### config.mk
export PLATFORM = sky130hd
export DESIGN_NAME = ddr_rw_arbiter
export DESIGN_NICKNAME = d
export VERILOG_FILES = /design/src/rtl/ddr_rw_arbiter.sv
export SDC_FILE = /design/constraint.sdc
export NUM_CORES = 1
export LEC_CHECK = 0
export ABC_CLOCK_PERIOD_IN_PS = 4400
export CORE_AREA = 2 2 497 499
export DETAILED_ROUTE_END_ITERATION = 10
export DIE_AREA = 0 0 499 501
export PLACE_DENSITY = 0.3
export REMOVE_ABC_BUFFERS = 1
export SYNTH_ARGS = -nofsm -noshare
export SYNTH_HDL_FRONTEND = slang
export SYNTH_SLANG_ARGS = --single-unit
### constraint.sdc
create_clock -name c0_ddr4_ui_clk -period 4.4 [get_ports c0_ddr4_ui_clk]
set_clock_uncertainty 0.2 [all_clocks]
set_input_delay 0.44 -clock c0_ddr4_ui_clk [delete_from_list [all_inputs] [get_ports c0_ddr4_ui_clk]]
set_output_delay 0.44 -clock c0_ddr4_ui_clk [all_outputs]
set_load 0.02 [all_outputs]
### src/rtl/ddr_rw_arbiter.sv
// Round-robin arbiter sharing one DDR4 MIG app interface between a read job and a write job.
// Each granted job issues single-beat commands at consecutive ADDR_STEP-spaced addresses.
module ddr_rw_arbiter #(
  parameter int ADDR_W    = 28,
  parameter int DATA_W    = 576,
  parameter int LEN_W     = 6,
  parameter int ADDR_STEP = 8
) (
  input  logic              c0_ddr4_ui_clk,
  input  logic              c0_ddr4_ui_clk_sync_rst,
  input  logic              c0_init_calib_complete,
  input  logic              rd_req,
  input  logic [ADDR_W-1:0] rd_base,
  input  logic [LEN_W-1:0]  rd_len,
  output logic              rd_grant,
  output logic              rd_done,
  input  logic              wr_req,
  input  logic [ADDR_W-1:0] wr_base,
  input  logic [LEN_W-1:0]  wr_len,
  input  logic [DATA_W-1:0] wr_data,
  output logic              wr_data_pop,
  output logic              wr_grant,
  output logic              wr_done,
  output logic [ADDR_W-1:0] c0_ddr4_app_addr,
  output logic [2:0]        c0_ddr4_app_cmd,
  output logic              c0_ddr4_app_en,
  input  logic              c0_ddr4_app_rdy,
  output logic [DATA_W-1:0] c0_ddr4_app_wdf_data,
  output logic              c0_ddr4_app_wdf_wren,
  output logic              c0_ddr4_app_wdf_end,
  input  logic              c0_ddr4_app_wdf_rdy,
  output logic              busy
);

  typedef enum logic [1:0] {S_IDLE, S_RD, S_WR, S_DONE} state_t;

  state_t            r_state;
  state_t            w_next;
  logic [ADDR_W-1:0] r_cur_addr;
  logic [ADDR_W-1:0] r_addr_hold;
  logic [LEN_W-1:0]  r_remaining;
  logic              r_rd_grant;
  logic              r_wr_grant;
  logic              r_last_grant_wr;
  logic              w_pick_rd;
  logic              w_pick_wr;
  logic              w_wr_go;
  logic              w_accept;
  logic              w_last;

  // NOTE: every signal written in always_comb gets a default first so no latch is inferred.
  always_comb begin
    w_pick_rd = 1'b0;
    w_pick_wr = 1'b0;
    if (r_state == S_IDLE && c0_init_calib_complete) begin
      if (rd_req && wr_req) begin
        w_pick_rd = r_last_grant_wr;
        w_pick_wr = !r_last_grant_wr;
      end else begin
        w_pick_rd = rd_req;
        w_pick_wr = wr_req;
      end
    end
  end

  // Write command and data beat always go together, so one qualifier covers both channels.
  assign w_wr_go  = c0_init_calib_complete & c0_ddr4_app_rdy & c0_ddr4_app_wdf_rdy;
  assign w_accept = ((r_state == S_RD) & c0_init_calib_complete & c0_ddr4_app_rdy) |
                    ((r_state == S_WR) & w_wr_go);
  assign w_last   = w_accept && (r_remaining == LEN_W'(1));

  // NOTE: sequential state uses non-blocking assignments so all registers update together.
  always_ff @(posedge c0_ddr4_ui_clk) begin
    if (c0_ddr4_ui_clk_sync_rst) r_state <= S_IDLE;
    else                         r_state <= w_next;
  end

  always_comb begin
    w_next = r_state;
    unique case (r_state)
      S_IDLE: begin
        if (w_pick_rd)      w_next = (rd_len == '0) ? S_DONE : S_RD;
        else if (w_pick_wr) w_next = (wr_len == '0) ? S_DONE : S_WR;
      end
      S_RD, S_WR: if (w_last) w_next = S_DONE;
      S_DONE:     w_next = S_IDLE;
      default:    w_next = S_IDLE;
    endcase
  end

  always_ff @(posedge c0_ddr4_ui_clk) begin
    if (c0_ddr4_ui_clk_sync_rst) begin
      r_cur_addr      <= '0;
      r_addr_hold     <= '0;
      r_remaining     <= '0;
      r_rd_grant      <= 1'b0;
      r_wr_grant      <= 1'b0;
      r_last_grant_wr <= 1'b1;
    end else begin
      r_addr_hold <= c0_ddr4_app_addr;
      if (w_pick_rd) begin
        r_cur_addr  <= rd_base;
        r_remaining <= rd_len;
        r_rd_grant  <= 1'b1;
      end else if (w_pick_wr) begin
        r_cur_addr  <= wr_base;
        r_remaining <= wr_len;
        r_wr_grant  <= 1'b1;
      end else if (w_accept) begin
        r_cur_addr  <= r_cur_addr + ADDR_W'(ADDR_STEP);
        r_remaining <= r_remaining - LEN_W'(1);
      end
      if (r_state == S_DONE) begin
        r_rd_grant      <= 1'b0;
        r_wr_grant      <= 1'b0;
        r_last_grant_wr <= r_wr_grant;
      end
    end
  end

  // Outside RD/WR the address output replays its previous value.
  always_comb begin
    c0_ddr4_app_addr     = r_addr_hold;
    c0_ddr4_app_cmd      = 3'd0;
    c0_ddr4_app_en       = 1'b0;
    c0_ddr4_app_wdf_data = '0;
    c0_ddr4_app_wdf_wren = 1'b0;
    c0_ddr4_app_wdf_end  = 1'b0;
    wr_data_pop          = 1'b0;
    unique case (r_state)
      S_RD: begin
        c0_ddr4_app_addr = r_cur_addr;
        c0_ddr4_app_cmd  = 3'd1;
        c0_ddr4_app_en   = c0_init_calib_complete;
      end
      S_WR: begin
        c0_ddr4_app_addr     = r_cur_addr;
        c0_ddr4_app_en       = w_wr_go;
        c0_ddr4_app_wdf_data = wr_data;
        c0_ddr4_app_wdf_wren = w_wr_go;
        c0_ddr4_app_wdf_end  = w_wr_go;
        wr_data_pop          = w_wr_go;
      end
      default: ;
    endcase
  end

  assign rd_grant = r_rd_grant;
  assign wr_grant = r_wr_grant;
  assign rd_done  = (r_state == S_DONE) & r_rd_grant;
  assign wr_done  = (r_state == S_DONE) & r_wr_grant;
  assign busy     = (r_state != S_IDLE);

endmodule

==> flow_summary.html, run 1 <==
<table>
<tr><th>Metric</th><th>Value</th></tr>
<tr><th colspan="2">Clock tree</th></tr>
<tr><td>Clock tree from TritonCTS</td><td>built</td></tr>
<tr><td>Number of buffers added for setup after CTS</td><td>0</td></tr>
<tr><td>Maximum buffer depth of the clock tree</td><td>2</td></tr>
<tr><td>Number of clock buffers inserted by TritonCTS</td><td>9</td></tr>
<tr><td>Skew-Pair Late Insertion Delay</td><td>~380 ps</td></tr>
<tr><td>CTS-repair resized insts</td><td>0</td></tr>
<tr><td>Clock slew at the register clock pins of the worst setup and hold paths</td><td>about 60 ps</td></tr>
<tr><td>TritonCTS sink count</td><td>67</td></tr>
<tr><td>Number of H-tree levels</td><td>3</td></tr>
<tr><td>Hold Buf Count CTS</td><td>0</td></tr>
<tr><td>Clock root buffer</td><td>sky130_fd_sc_hd__clkbuf_16</td></tr>
<tr><th colspan="2">Cells and area</th></tr>
<tr><td>Final core utilization</td><td>~10%</td></tr>
<tr><td>Layout net count</td><td>slightly below 3,000</td></tr>
<tr><td>Fraction of final layout cells sized beyond drive strength 1</td><td>under 10%</td></tr>
<tr><td>Non-filler cells in the finished layout</td><td>5,547</td></tr>
<tr><td>Signed area change from the synthesized netlist to the final layout</td><td>226%</td></tr>
<tr><td>Final instance area</td><td>24,400 um2</td></tr>
<tr><th colspan="2">Worst setup path</th></tr>
<tr><td>Worst EP arrival</td><td>around 3200 ps</td></tr>
<tr><td>Critical path endpoint category</td><td>primary output</td></tr>
<tr><td>Required time of the worst setup path</td><td>~3800 ps</td></tr>
<tr><td>Crit. Startpoint</td><td>r_state[0]</td></tr>
<tr><td>Critical-path maximum fanout</td><td>74</td></tr>
<tr><td>Critical path type</td><td>register to primary output</td></tr>
<tr><td>Reg2Reg Launch Point</td><td>r_state[0]</td></tr>
<tr><td>CP Launch Type</td><td>register</td></tr>
<tr><th colspan="2">Worst hold path</th></tr>
<tr><td>Type of the most critical hold path</td><td>register to register</td></tr>
<tr><td>Hold Startpoint</td><td>r_cur_addr[1]</td></tr>
<tr><th colspan="2">Place</th></tr>
<tr><td>Placed standard-cell area</td><td>~24,000 um2</td></tr>
<tr><td>I/O Buffers</td><td>about 1,300</td></tr>
<tr><td>Half-perimeter wire length of the detailed placement result</td><td>around 220 mm</td></tr>
<tr><td>Final estimated routing congestion in global placement</td><td>around 0.94</td></tr>
<tr><td>Dpl cells</td><td>approximately 5,500</td></tr>
<tr><th colspan="2">Power and ir drop</th></tr>
<tr><td>PD cells</td><td>about 360 nW/um2</td></tr>
<tr><td>Power consumption</td><td>between 8000 and 9000 uW</td></tr>
<tr><td>Max IR drop VDD</td><td>221 uV</td></tr>
<tr><td>Leakage power of the design</td><td>roughly 0.0081 uW</td></tr>
<tr><th colspan="2">Synthesis</th></tr>
<tr><td>Area contributors post-synth</td><td>sky130_fd_sc_hd__and2_1 51%, sky130_fd_sc_hd__dfxtp_1 18%, sky130_fd_sc_hd__mux2_2 4.2%</td></tr>
<tr><td>Avg Cell Area, Syn</td><td>slightly above 7 um2</td></tr>
<tr><td>Number of flip-flops and latches in the synthesized netlist</td><td>67</td></tr>
<tr><td>Share of flip-flops with an asynchronous set or reset</td><td>0%</td></tr>
<tr><td>Most instantiated flip-flop cell in the synthesis netlist</td><td>sky130_fd_sc_hd__dfxtp_1</td></tr>
<tr><td>Most frequent cells after synthesis</td><td>609 x sky130_fd_sc_hd__and2_1, 78 x sky130_fd_sc_hd__clkbuf_1, 67 x sky130_fd_sc_hd__dfxtp_1, 28 x sky130_fd_sc_hd__mux2_2, 28 x sky130_fd_sc_hd__nor2_1</td></tr>
<tr><td>Post-synth top area cell</td><td>sky130_fd_sc_hd__and2_1</td></tr>
<tr><td>Warnings, synthesis</td><td>0</td></tr>
<tr><td>Distinct cell type count after synthesis</td><td>between 50 and 60</td></tr>
<tr><td>Netlist area before placement</td><td>7500 um2</td></tr>
<tr><td>Number of instances in the synthesized netlist</td><td>1,046</td></tr>
<tr><td>Cell with the most instances after synthesis</td><td>sky130_fd_sc_hd__and2_1</td></tr>
<tr><td>Number of enable flip-flop cells after synthesis</td><td>0</td></tr>
<tr><td>Proportion of netlist area held by the largest area contributor</td><td>about half</td></tr>
<tr><td>Post-synthesis sequential area ratio</td><td>about 18%</td></tr>
<tr><th colspan="2">Floorplan</th></tr>
<tr><td>Area of the die</td><td>250,000 um2</td></tr>
<tr><td>Std-Cell Core Area</td><td>245,000 um2</td></tr>
<tr><td>Die width</td><td>499 um</td></tr>
<tr><td>Y dimension of the die</td><td>501 um</td></tr>
<tr><td>Initial core utilization</td><td>between 3 and 4%</td></tr>
<tr><td>IO Count</td><td>around 1,300</td></tr>
<tr><td>Placement Rows</td><td>approximately 180</td></tr>
<tr><th colspan="2">Routing</th></tr>
<tr><td>Post-DR vias/cell</td><td>2.67</td></tr>
<tr><td>Initial DRC Count</td><td>roughly 1,000</td></tr>
<tr><td>DRC violations left</td><td>0</td></tr>
<tr><td>Vias after detailed routing</td><td>approximately 15,000</td></tr>
<tr><td>Sum of routed wire length over all layers</td><td>between 200 and 250 mm</td></tr>
<tr><td>First-pass DRT Iterations</td><td>5</td></tr>
<tr><td>Wire per inst</td><td>around 42 um</td></tr>
<tr><td>Number of nets still failing antenna checks after routing</td><td>0</td></tr>
<tr><th colspan="2">STA</th></tr>
<tr><td>Slew of the pin with the lowest slew margin</td><td>around 1000 ps</td></tr>
<tr><td>Achievable frequency</td><td>between 0.2 and 0.3 GHz</td></tr>
<tr><td>Final number of setup-violating endpoints</td><td>0</td></tr>
<tr><td>Count of endpoints failing hold in the final timing report</td><td>0</td></tr>
<tr><td>Final Hold Slack</td><td>319 ps</td></tr>
<tr><td>Setup repair after global routing missed its margin</td><td>no</td></tr>
<tr><td>Final critical delay including setup and external delays</td><td>3810 ps</td></tr>
<tr><td>Max Slew Vio Count</td><td>0</td></tr>
<tr><td>Period utilisation layout</td><td>between 80% and 90%</td></tr>
<tr><td>Slew margin rel.</td><td>a little under a third</td></tr>
<tr><th colspan="2">GRT</th></tr>
<tr><td>Vias in the first global route</td><td>13,900</td></tr>
<tr><td>Residual overflow from global routing</td><td>0</td></tr>
<tr><td>Overall global routing resource usage</td><td>18.0%</td></tr>
<tr><td>Antenna violations before repair</td><td>about 380</td></tr>
<tr><td>Largest net degree at the start of global routing</td><td>81</td></tr>
<tr><td>Global-route wire length before repair</td><td>around 270 mm</td></tr>
<tr><th colspan="2">Outcome</th></tr>
<tr><td>Run status</td><td>finished, final reports clean</td></tr>
<tr><th colspan="2">Flow run</th></tr>
<tr><td>Max-cap violations</td><td>0</td></tr>
</table>
[final cells by class]
cell class,instances,area [um2]
Clock buffer,9,225
Multi-Input combinational cell,873,5760
Clock inverter,7,52.6
Antenna cell,63,158
Sequential cell,67,1340
Tap cell,3220,4030
Fill cell,28400,220000
Inverter,13,48.8
Timing Repair Buffer,1295,12800
[flip-flops by register name (all words and copies together) (netlist names)]
signal           count
r_remaining          6
r_cur_addr          28
r_state              2
rd_grant             1
r_addr_hold         28
r_last_grant_wr      1
wr_grant             1
[logic make-up (layout without fill, tap and decap cells)]
family / Yosys count / after routing / share of synthesized area [%]
and+or+nand+nor: 712 / 712 / 58.2
AOI/OAI and AO/OA: 117 / 117 / 12.0
buffers and inverters: 107 / 1324 / 5.68
DFF: 67 / 67 / 17.9
muxes: 29 / 29 / 4.36
adders and majority gates: 8 / 8 / 1.34
xor gates and xnor gates: 5 / 5 / 0.584
other: 1 / 65 / 0.0500
[critical path, stage by stage, from the launching register on]
cell and delay, ps:
sky130_fd_sc_hd__dfxtp_1 360, sky130_fd_sc_hd__inv_1 170, sky130_fd_sc_hd__ha_4 530, sky130_fd_sc_hd__buf_12 370
sky130_fd_sc_hd__buf_4 360, sky130_fd_sc_hd__and2_1 220, sky130_fd_sc_hd__clkdlybuf4s50_1 620
[worst paths after layout]
path | to | slack (ps) | cells past startpoint
max | c0_ddr4_app_wdf_data[73] | 590 | 6
min | r_cur_addr[1] | 320 | 2
max reg2reg | r_cur_addr[15] | 1160 | 8
min reg2reg | r_cur_addr[1] | 320 | 2
[layer usage]
| layer | track usage, % | part of all wire [%] | vias up |
|---|---|---|---|
| li1 | - | - | 5923 |
| met1 | 14.4 | 28 | 6677 |
| met2 | 37.8 | 58 | 1354 |
| met3 | 8.76 | 11 | 675 |
| met4 | 3.85 | 3.1 | 176 |
| met5 | 0 | 0.48 | - |
[layout by cell type (no fill, tap or decap), drive strengths merged, types with 2 or more instances in the layout]
cell type,count
a211oi,6
a21o,3
a21oi,25
a221o,5
a221oi,12
a222oi,14
a22o,3
a22oi,12
a31o,2
a31oi,5
a32oi,2
a41o,2
and2,609
and3,4
buf,90
clkbuf,9
clkdlybuf4s50,1205
clkinv,2
clkinvlp,4
conb,2
dfxtp,67
diode,63
ha,8
inv,14
mux2,29
nand2,15
nand3,15
nand4,11
nor2,29
nor2b,2
nor3,16
nor4,8
o211a,2
o211ai,2
o21a,4
o21ai,5
o21ba,4
o22ai,4
xnor2,2
xor2,3
[through the flow]
step / setup WS, ps / setup TNS (ps)
after detailed placement: 791 / 0
after floorplan: -4670 / -2035230
final: 593 / 0
after CTS: 377 / 0
after global routing: 364 / 0
after global placement: 785 / 0
[power breakdown]
part | total, uW | switching, uW | internal, uW
clock network | 747 | 363 | 384
logic | 7280 | 4340 | 2940
registers | 777 | 95.9 | 681
No activity file was read; power rests on OpenSTA's default activity.
==> run 2: changes to the inputs <==
==> config.mk (replaced) <==
export PLATFORM = sky130hd
export DESIGN_NAME = ddr_rw_arbiter
export DESIGN_NICKNAME = d
export VERILOG_FILES = /design/src/rtl/ddr_rw_arbiter.sv
export SDC_FILE = /design/constraint.sdc
export NUM_CORES = 1
export LEC_CHECK = 0
export ABC_CLOCK_PERIOD_IN_PS = 4300
export CORE_AREA = 2 2 493 495
export DETAILED_ROUTE_END_ITERATION = 10
export DIE_AREA = 0 0 495 497
export PLACE_DENSITY = 0.31
export REMOVE_ABC_BUFFERS = 1
export SKIP_LAST_GASP = 1
export SYNTH_ARGS = -nofsm -noshare
export SYNTH_HDL_FRONTEND = slang
export SYNTH_SLANG_ARGS = --single-unit
==> constraint.sdc (replaced) <==
create_clock -name c0_ddr4_ui_clk -period 4.3 [get_ports c0_ddr4_ui_clk]
set_clock_uncertainty 0.2 [all_clocks]
set_input_delay 0.43 -clock c0_ddr4_ui_clk [delete_from_list [all_inputs] [get_ports c0_ddr4_ui_clk]]
set_output_delay 0.43 -clock c0_ddr4_ui_clk [all_outputs]
set_load 0.02 [all_outputs]
==> run 2 against run 1 <==
  * Critical path depth stayed put
  * Non-clock buffer count decreased by 3
  * Die area down 1.6%
  * Wire length rose by 3.0%
  * Power grew 3.1%
  * Via count increased by 2.0%
  * Critical endpoint is now c0_ddr4_app_wdf_data[460]
  * Largest cell class unchanged
==> flow_summary.html, run 2 (synthesis gave the netlist of run 1 again) <==
<table>
<tr><th>Metric</th><th>Value</th></tr>
<tr><th colspan="2">Floorplan</th></tr>
<tr><td>Placement Rows</td><td>180 (-1.1%)</td></tr>
<tr><td>Die width</td><td>495 um (-0.80%)</td></tr>
<tr><td>Area of the die</td><td>246,000 um2 (-1.6%)</td></tr>
<tr><td>IO Count</td><td>1,267 (unchanged)</td></tr>
<tr><td>Std-Cell Core Area</td><td>240,000 um2 (-1.9%)</td></tr>
<tr><td>Y dimension of the die</td><td>497 um (-0.80%)</td></tr>
<tr><td>Initial core utilization</td><td>3.12% (+0.060 points)</td></tr>
<tr><th colspan="2">STA</th></tr>
<tr><td>Count of endpoints failing hold in the final timing report</td><td>0 (unchanged)</td></tr>
<tr><td>Achievable frequency</td><td>around 0.27 GHz</td></tr>
<tr><td>Final critical delay including setup and external delays</td><td>roughly 3700 ps</td></tr>
<tr><td>Period utilisation layout</td><td>around 86%</td></tr>
<tr><td>Final number of setup-violating endpoints</td><td>0 (unchanged)</td></tr>
<tr><td>Setup repair after global routing missed its margin</td><td>no</td></tr>
<tr><td>Slew of the pin with the lowest slew margin</td><td>939 ps (-103 ps)</td></tr>
<tr><td>Slew margin rel.</td><td>37.3% (+7.0 points)</td></tr>
<tr><td>Crit path setup slack, layout</td><td>603 ps (+10.1 ps)</td></tr>
<tr><td>Max Slew Vio Count</td><td>0 (unchanged)</td></tr>
<tr><th colspan="2">GRT</th></tr>
<tr><td>Antenna violations before repair</td><td>389 (+3.2%)</td></tr>
<tr><td>Global-route wire length before repair</td><td>272 mm (+2.5%)</td></tr>
<tr><td>Vias in the first global route</td><td>14,000 (+0.65%)</td></tr>
<tr><td>Largest net degree at the start of global routing</td><td>124 (+53%)</td></tr>
<tr><td>Residual overflow from global routing</td><td>0 (unchanged)</td></tr>
<tr><td>Overall global routing resource usage</td><td>18.8% (+0.84 points)</td></tr>
<tr><th colspan="2">Power and ir drop</th></tr>
<tr><td>Power consumption</td><td>9080 uW (+3.1%)</td></tr>
<tr><td>Clk pwr share</td><td>9.5% (+1.0 points)</td></tr>
<tr><td>Combinational group share of total power</td><td>81.9% (-0.8 points)</td></tr>
<tr><td>Leakage power of the design</td><td>0.00801 uW (-0.90%)</td></tr>
<tr><td>Switching share of power</td><td>53.8% (-0.73 points)</td></tr>
<tr><td>Switching pwr</td><td>4880 uW (+1.8%)</td></tr>
<tr><td>Sequential share of power</td><td>8.6% (-0.2 points)</td></tr>
<tr><td>Max IR drop VDD</td><td>194 uV (-12%)</td></tr>
<tr><td>Internal Pwr Total</td><td>4200 uW (+4.8%)</td></tr>
<tr><td>PD cells</td><td>370 nW/um2 (+2.7%)</td></tr>
<tr><th colspan="2">Routing</th></tr>
<tr><td>First-pass DRT Iterations</td><td>8 (+3)</td></tr>
<tr><td>DRC violations left</td><td>0 (unchanged)</td></tr>
<tr><td>Vias after detailed routing</td><td>15,100 (+2.0%)</td></tr>
<tr><td>Sum of routed wire length over all layers</td><td>242 mm (+3.0%)</td></tr>
<tr><td>Number of nets still failing antenna checks after routing</td><td>0 (unchanged)</td></tr>
<tr><td>Post-DR vias/cell</td><td>2.73 (+2.4%)</td></tr>
<tr><td>Initial DRC Count</td><td>938 (-8.2%)</td></tr>
<tr><td>Wire per inst</td><td>43.8 um (+3.5%)</td></tr>
<tr><th colspan="2">Cells and area</th></tr>
<tr><td>Final instance area</td><td>24,500 um2 (+0.41%)</td></tr>
<tr><td>Most common cell after layout, fill and taps aside</td><td>sky130_fd_sc_hd__clkdlybuf4s50_1</td></tr>
<tr><td>Final core utilization</td><td>10.2% (+0.24 points)</td></tr>
<tr><td>Fraction of final layout cells sized beyond drive strength 1</td><td>4.51% (-2.1 points)</td></tr>
<tr><td>Most frequent cells in the layout</td><td>1,250 x sky130_fd_sc_hd__clkdlybuf4s50_1, 609 x sky130_fd_sc_hd__and2_1, 67 x sky130_fd_sc_hd__dfxtp_1, 36 x sky130_fd_sc_hd__buf_4, 28 x sky130_fd_sc_hd__mux2_2</td></tr>
<tr><td>Registers with the most flip-flops</td><td>r_addr_hold x28, r_cur_addr x28, r_remaining x6</td></tr>
<tr><td>Signed area change from the synthesized netlist to the final layout</td><td>227%</td></tr>
<tr><td>Layout net count</td><td>2,915 (-0.10%)</td></tr>
<tr><th colspan="2">Clock tree</th></tr>
<tr><td>Skew-Pair Late Insertion Delay</td><td>370 ps (about the same)</td></tr>
<tr><td>CTS-repair resized insts</td><td>0 (unchanged)</td></tr>
<tr><td>Clock root buffer</td><td>sky130_fd_sc_hd__clkbuf_16</td></tr>
<tr><td>Hold Buf Count CTS</td><td>0 (unchanged)</td></tr>
<tr><td>Number of buffers added for setup after CTS</td><td>0 (unchanged)</td></tr>
<tr><td>Clock slew at the register clock pins of the worst setup and hold paths</td><td>70 ps (about the same)</td></tr>
<tr><td>Number of H-tree levels</td><td>3 (unchanged)</td></tr>
<tr><td>Number of clock buffers inserted by TritonCTS</td><td>9 (unchanged)</td></tr>
<tr><td>TritonCTS sink count</td><td>67 (unchanged)</td></tr>
<tr><td>Clock tree from TritonCTS</td><td>built</td></tr>
<tr><td>Maximum buffer depth of the clock tree</td><td>2 (unchanged)</td></tr>
<tr><th colspan="2">Worst setup path</th></tr>
<tr><td>Worst Reg-to-Reg Cells</td><td>8 (unchanged)</td></tr>
<tr><td>Crit. Startpoint</td><td>r_state[0]</td></tr>
<tr><td>Critical-path maximum fanout</td><td>123 (+66%)</td></tr>
<tr><td>Critical path type</td><td>register to primary output</td></tr>
<tr><td>Setup slack on the worst flop-to-flop path</td><td>1430 ps (+270 ps)</td></tr>
<tr><td>Worst flop-to-flop path endpoint</td><td>r_cur_addr[14]</td></tr>
<tr><td>Worst EP arrival</td><td>3070 ps (-100 ps)</td></tr>
<tr><td>Critical path endpoint category</td><td>primary output</td></tr>
<tr><td>Endpoint of the worst setup timing path</td><td>c0_ddr4_app_wdf_data[460]</td></tr>
<tr><td>Required time of the worst setup path</td><td>3670 ps (-90 ps)</td></tr>
<tr><td>Reg2Reg Launch Point</td><td>r_state[0]</td></tr>
<tr><td>CP Launch Type</td><td>register</td></tr>
<tr><th colspan="2">Place</th></tr>
<tr><td>Worst slack after detailed placement</td><td>1000 ps (+212 ps)</td></tr>
<tr><td>Placed standard-cell area</td><td>24,000 um2 (about the same)</td></tr>
<tr><td>I/O Buffers</td><td>1,264 (unchanged)</td></tr>
<tr><td>Final estimated routing congestion in global placement</td><td>0.947 (+0.80%)</td></tr>
<tr><td>Half-perimeter wire length of the detailed placement result</td><td>230 mm (+3.1%)</td></tr>
<tr><th colspan="2">Worst hold path</th></tr>
<tr><td>Type of the most critical hold path</td><td>register to register</td></tr>
<tr><th colspan="2">Flow run</th></tr>
<tr><td>Max-cap violations</td><td>0 (unchanged)</td></tr>
<tr><th colspan="2">Outcome</th></tr>
<tr><td>Run status</td><td>finished, final reports clean</td></tr>
</table>
## run 2: cell count changes in the layout (fill, tap and decap cells not counted), sizes merged
cell | previous run | this run
diode | 63 | 78
buf | 90 | 42
clkbuf | 9 | 10
clkdlybuf4s50 | 1205 | 1250
inv | 14 | 15
bufinv | 0 | 2
clkinvlp | 4 | 0
## run 2: power groups by stage
stage	combinational [uW]	sequential [uW]	clock, uW
2_1_floorplan	2940	764	0
3_3_place_gp	7720	794	0
4_1_cts	7730	781	890
5_1_grt	7790	794	911
6_report	7440	783	859
3_5_place_dp	7700	795	0
## run 2: through the flow
step | hold slack [ps] | std cells | setup TNS [ps]
finish | 308 | 5524 | 0
global route | 328 | 5494 | 0
CTS | 305 | 5446 | 0
detailed placement | 295 | 5430 | 0
global placement | 282 | 5430 | 0
floorplan | 259 | 953 | -2090730
## run 2: how the worst min path moves through the flow
stage | startpoint | endpoint | cells after the start
4_1_cts | r_state[0] | r_state[0] | 2
5_1_grt | r_cur_addr[0] | r_cur_addr[0] | 2
3_3_place_gp | r_cur_addr[0] | r_cur_addr[0] | 2
2_1_floorplan | r_state[1] | r_state[1] | 2
6_report | r_state[0] | r_state[0] | 2
3_5_place_dp | r_state[0] | r_state[0] | 2
## run 2: layer usage
layer	up-vias	part of all wire, %	global-route usage, %
met2	1406	59	40.6
met4	198	3.8	5.17
li1	5929	-	-
met1	6820	24	12.8
met5	-	0.53	0
met3	744	13	10.7
## run 2: cell type report
| cell class | count | area (um2) |
|---|---|---|
| Clock buffer | 10 | 229 |
| Clock inverter | 6 | 87.6 |
| Timing Repair Buffer | 1292 | 12900 |
| Antenna cell | 78 | 195 |
| Multi-Input combinational cell | 873 | 5770 |
| Fill cell | 28000 | 216000 |
| Inverter | 13 | 48.8 |
| Tap cell | 3185 | 3990 |
| Sequential cell | 67 | 1340 |
## run 2: critical path, cell delays in order, from the launching register on
cell and delay [ps]:
sky130_fd_sc_hd__dfxtp_1 340, sky130_fd_sc_hd__inv_1 150, sky130_fd_sc_hd__ha_4 440, sky130_fd_sc_hd__buf_12 380, sky130_fd_sc_hd__buf_4 350, sky130_fd_sc_hd__and2_1 160
sky130_fd_sc_hd__clkdlybuf4s50_1 620
==> run 3: changes to the inputs <==
--- a/config.mk
+++ b/config.mk
@@ -7,6 +7,8 @@
 export LEC_CHECK = 0
 export ABC_CLOCK_PERIOD_IN_PS = 4300
 export CORE_AREA = 2 2 493 495
+export CTS_BUF_LIST = sky130_fd_sc_hd__clkbuf_8
+export CTS_CLUSTER_DIAMETER = 200
 export DETAILED_ROUTE_END_ITERATION = 10
 export DIE_AREA = 0 0 495 497
 export PLACE_DENSITY = 0.31
==> run 3 against run 2 <==
  * First-iteration DRC count is 5.9% lower
  * Power down 2.3%
  * Worst setup slack got worse by 51 ps
  * Largest cell class unchanged
  * Largest power group unchanged
==> flow_summary.html, run 3 (synthesis gave the netlist of run 1 again) <==
<table>
<tr><th>Metric</th><th>Value</th></tr>
<tr><th colspan="2">Cells and area</th></tr>
<tr><td>Fraction of final layout cells sized beyond drive strength 1</td><td>4.51% (unchanged)</td></tr>
<tr><td>Most common cell after layout, fill and taps aside</td><td>sky130_fd_sc_hd__clkdlybuf4s50_1</td></tr>
<tr><td>Layout net count</td><td>2,915 (unchanged)</td></tr>
<tr><td>Non-filler cells in the finished layout</td><td>5,524 (unchanged)</td></tr>
<tr><td>Registers with the most flip-flops</td><td>r_addr_hold x28, r_cur_addr x28, r_remaining x6</td></tr>
<tr><td>Signed area change from the synthesized netlist to the final layout</td><td>226%</td></tr>
<tr><td>Most frequent cells in the layout</td><td>1,250 x sky130_fd_sc_hd__clkdlybuf4s50_1, 609 x sky130_fd_sc_hd__and2_1, 67 x sky130_fd_sc_hd__dfxtp_1, 36 x sky130_fd_sc_hd__buf_4, 28 x sky130_fd_sc_hd__mux2_2</td></tr>
<tr><td>Fillcell total</td><td>28,000 (+0.050%)</td></tr>
<tr><th colspan="2">Clock tree</th></tr>
<tr><td>Maximum buffer depth of the clock tree</td><td>2 (unchanged)</td></tr>
<tr><td>CTS-repair resized insts</td><td>0 (unchanged)</td></tr>
<tr><td>Number of clock buffers inserted by TritonCTS</td><td>9 (unchanged)</td></tr>
<tr><td>Clock tree from TritonCTS</td><td>built</td></tr>
<tr><td>Hold Buf Count CTS</td><td>0 (unchanged)</td></tr>
<tr><td>Number of H-tree levels</td><td>3 (unchanged)</td></tr>
<tr><td>Clock slew at the register clock pins of the worst setup and hold paths</td><td>110 ps (+40 ps)</td></tr>
<tr><td>TritonCTS sink count</td><td>67 (unchanged)</td></tr>
<tr><td>Skew-Pair Late Insertion Delay</td><td>410 ps (+40 ps)</td></tr>
<tr><td>Clock root buffer</td><td>sky130_fd_sc_hd__clkbuf_8</td></tr>
<tr><td>Number of buffers added for setup after CTS</td><td>0 (unchanged)</td></tr>
<tr><th colspan="2">Worst hold path</th></tr>
<tr><td>Type of the most critical hold path</td><td>input port to register</td></tr>
<tr><td>Min-Delay Path Depth</td><td>4 (+2)</td></tr>
<tr><td>Hold Startpoint</td><td>c0_ddr4_ui_clk_sync_rst</td></tr>
<tr><td>Destination of the worst hold path</td><td>r_cur_addr[8]</td></tr>
<tr><th colspan="2">Routing</th></tr>
<tr><td>Post-DR vias/cell</td><td>2.72 (-0.58%)</td></tr>
<tr><td>DRC violations left</td><td>0 (unchanged)</td></tr>
<tr><td>Sum of routed wire length over all layers</td><td>241 mm (about the same)</td></tr>
<tr><td>First-pass DRT Iterations</td><td>5 (-3)</td></tr>
<tr><td>Initial DRC Count</td><td>883 (-5.9%)</td></tr>
<tr><td>Wire per inst</td><td>43.7 um (about the same)</td></tr>
<tr><td>Vias after detailed routing</td><td>15,000 (-0.58%)</td></tr>
<tr><td>Number of nets still failing antenna checks after routing</td><td>0 (unchanged)</td></tr>
<tr><th colspan="2">STA</th></tr>
<tr><td>Count of endpoints failing hold in the final timing report</td><td>0 (unchanged)</td></tr>
<tr><td>Slew margin rel.</td><td>36.9% (-0.36 points)</td></tr>
<tr><td>Achievable frequency</td><td>0.267 GHz (-1.4%)</td></tr>
<tr><td>Slew of the pin with the lowest slew margin</td><td>944 ps (+5.36 ps)</td></tr>
<tr><td>Final Hold Slack</td><td>308 ps (+0.204 ps)</td></tr>
<tr><td>Final number of setup-violating endpoints</td><td>0 (unchanged)</td></tr>
<tr><td>Crit path setup slack, layout</td><td>552 ps (-51.3 ps)</td></tr>
<tr><td>Setup repair after global routing missed its margin</td><td>no</td></tr>
<tr><td>Summed negative setup slack over all endpoints</td><td>0 ps (unchanged)</td></tr>
<tr><td>Max Slew Vio Count</td><td>0 (unchanged)</td></tr>
<tr><td>Period utilisation layout</td><td>87.2% (+1.2 points)</td></tr>
<tr><td>Final critical delay including setup and external delays</td><td>3750 ps (+51.3 ps)</td></tr>
<tr><th colspan="2">GRT</th></tr>
<tr><td>Global-route wire length before repair</td><td>272 mm (about the same)</td></tr>
<tr><td>Overall global routing resource usage</td><td>18.8% (about the same)</td></tr>
<tr><td>Antenna violations before repair</td><td>390 (+0.26%)</td></tr>
<tr><td>Largest net degree at the start of global routing</td><td>124 (unchanged)</td></tr>
<tr><td>Vias in the first global route</td><td>14,000 (+0.014%)</td></tr>
<tr><td>Residual overflow from global routing</td><td>0 (unchanged)</td></tr>
<tr><th colspan="2">Place</th></tr>
<tr><td>Worst slack after detailed placement</td><td>1000 ps (unchanged)</td></tr>
<tr><td>Dpl cells</td><td>5,430 (unchanged)</td></tr>
<tr><td>Final estimated routing congestion in global placement</td><td>0.947 (unchanged)</td></tr>
<tr><td>I/O Buffers</td><td>1,264 (unchanged)</td></tr>
<tr><td>Half-perimeter wire length of the detailed placement result</td><td>230 mm (unchanged)</td></tr>
<tr><th colspan="2">Floorplan</th></tr>
<tr><td>Die width</td><td>495 um (unchanged)</td></tr>
<tr><td>Std-Cell Core Area</td><td>240,000 um2 (unchanged)</td></tr>
<tr><td>Y dimension of the die</td><td>497 um (unchanged)</td></tr>
<tr><td>Initial core utilization</td><td>3.12% (unchanged)</td></tr>
<tr><td>Placement Rows</td><td>180 (unchanged)</td></tr>
<tr><td>Area of the die</td><td>246,000 um2 (unchanged)</td></tr>
<tr><td>IO Count</td><td>1,267 (unchanged)</td></tr>
<tr><th colspan="2">Power and ir drop</th></tr>
<tr><td>PD cells</td><td>363 nW/um2 (-1.9%)</td></tr>
<tr><td>Leakage power of the design</td><td>0.00797 uW (-0.53%)</td></tr>
<tr><td>Combinational group share of total power</td><td>83.8% (+1.9 points)</td></tr>
<tr><td>Max IR drop VDD</td><td>193 uV (-0.52%)</td></tr>
<tr><td>Switching pwr</td><td>4860 uW (-0.46%)</td></tr>
<tr><td>Internal Pwr Total</td><td>4010 uW (-4.4%)</td></tr>
<tr><td>Sequential share of power</td><td>8.8% (+0.2 points)</td></tr>
<tr><td>Clk pwr share</td><td>7.4% (-2.1 points)</td></tr>
<tr><td>Switching share of power</td><td>54.8% (+1.0 points)</td></tr>
<tr><th colspan="2">Worst setup path</th></tr>
<tr><td>Reg2Reg Launch Point</td><td>r_state[0]</td></tr>
<tr><td>CP Launch Type</td><td>register</td></tr>
<tr><td>Required time of the worst setup path</td><td>3670 ps (about the same)</td></tr>
<tr><td>Worst EP arrival</td><td>3120 ps (+50 ps)</td></tr>
<tr><td>Worst flop-to-flop path endpoint</td><td>r_cur_addr[12]</td></tr>
<tr><td>Setup slack on the worst flop-to-flop path</td><td>1400 ps (-30 ps)</td></tr>
<tr><td>Critical path type</td><td>register to primary output</td></tr>
<tr><td>Critical path endpoint category</td><td>primary output</td></tr>
<tr><td>Critical-path maximum fanout</td><td>123 (unchanged)</td></tr>
<tr><td>Worst Reg-to-Reg Cells</td><td>9 (+1)</td></tr>
<tr><th colspan="2">Flow run</th></tr>
<tr><td>Max-cap violations</td><td>0 (unchanged)</td></tr>
<tr><th colspan="2">Outcome</th></tr>
<tr><td>Run status</td><td>finished, final reports clean</td></tr>
</table>
[run 3: cell types whose count changed in the layout (fill, tap and decap cells not counted), sizes merged]
cell    before  now
inv         15   16
clkbuf      10    9
[run 3: worst max-delay path, cell delays in order, from the launching register on]
cell	delay, ps
sky130_fd_sc_hd__dfxtp_1	360
sky130_fd_sc_hd__inv_1	150
sky130_fd_sc_hd__ha_4	450
sky130_fd_sc_hd__buf_12	370
sky130_fd_sc_hd__buf_4	340
sky130_fd_sc_hd__and2_1	160
sky130_fd_sc_hd__clkdlybuf4s50_1	620
[run 3: power groups by stage]
stage	registers, uW	clock network, uW	logic (uW)
5_1_grt	794	703	7790
6_report	782	653	7440
3_5_place_dp	795	0	7700
4_1_cts	781	682	7730
3_3_place_gp	794	0	7720
2_1_floorplan	764	0	2940
[run 3: area by class of cell]
| cell class | count | area, um2 | area share, % |
|---|---|---|---|
| diodes | 78 | 195 | 0.799 |
| clock buffers | 9 | 124 | 0.507 |
| clock inverters | 7 | 91.3 | 0.374 |
| inverters | 13 | 48.8 | 0.200 |
| multi-input cells | 873 | 5770 | 23.6 |
| flip-flops and latches | 67 | 1340 | 5.49 |
| well taps | 3185 | 3990 | 16.3 |
| repair buffers | 1292 | 12900 | 52.7 |
[run 3: worst max-delay path by stage]
stage / from / endpoint / slack [ps] / cells after the start
finish: r_state[0] / c0_ddr4_app_wdf_data[460] / 550 / 6
global route: r_state[0] / c0_ddr4_app_wdf_data[365] / 370 / 6
CTS: r_state[0] / c0_ddr4_app_wdf_data[85] / 510 / 5
detailed placement: r_state[0] / c0_ddr4_app_wdf_data[481] / 1000 / 6
global placement: r_state[0] / c0_ddr4_app_wdf_data[85] / 990 / 5
floorplan: r_state[0] / r_cur_addr[15] / -4770 / 7
[run 3: stage by stage]
| step | util [%] | power [uW] | cell area, um2 |
|---|---|---|---|
| finish | 10.2 | 8870 | 24400 |
| floorplan | - | 3700 | 7120 |
| global placement | 10.0 | 8510 | 24000 |
| detailed placement | 10.0 | 8500 | 24000 |
| global route | 10.1 | 9290 | 24400 |
| CTS | 10.1 | 9190 | 24200 |
[run 3: layer usage]
metal	global-route usage (%)	up-vias	part of all wire, %
met1	12.7	6777	24
met4	5.09	200	3.9
met3	10.7	736	13
met5	0	-	0.52
met2	40.6	1362	59
li1	-	5935	-
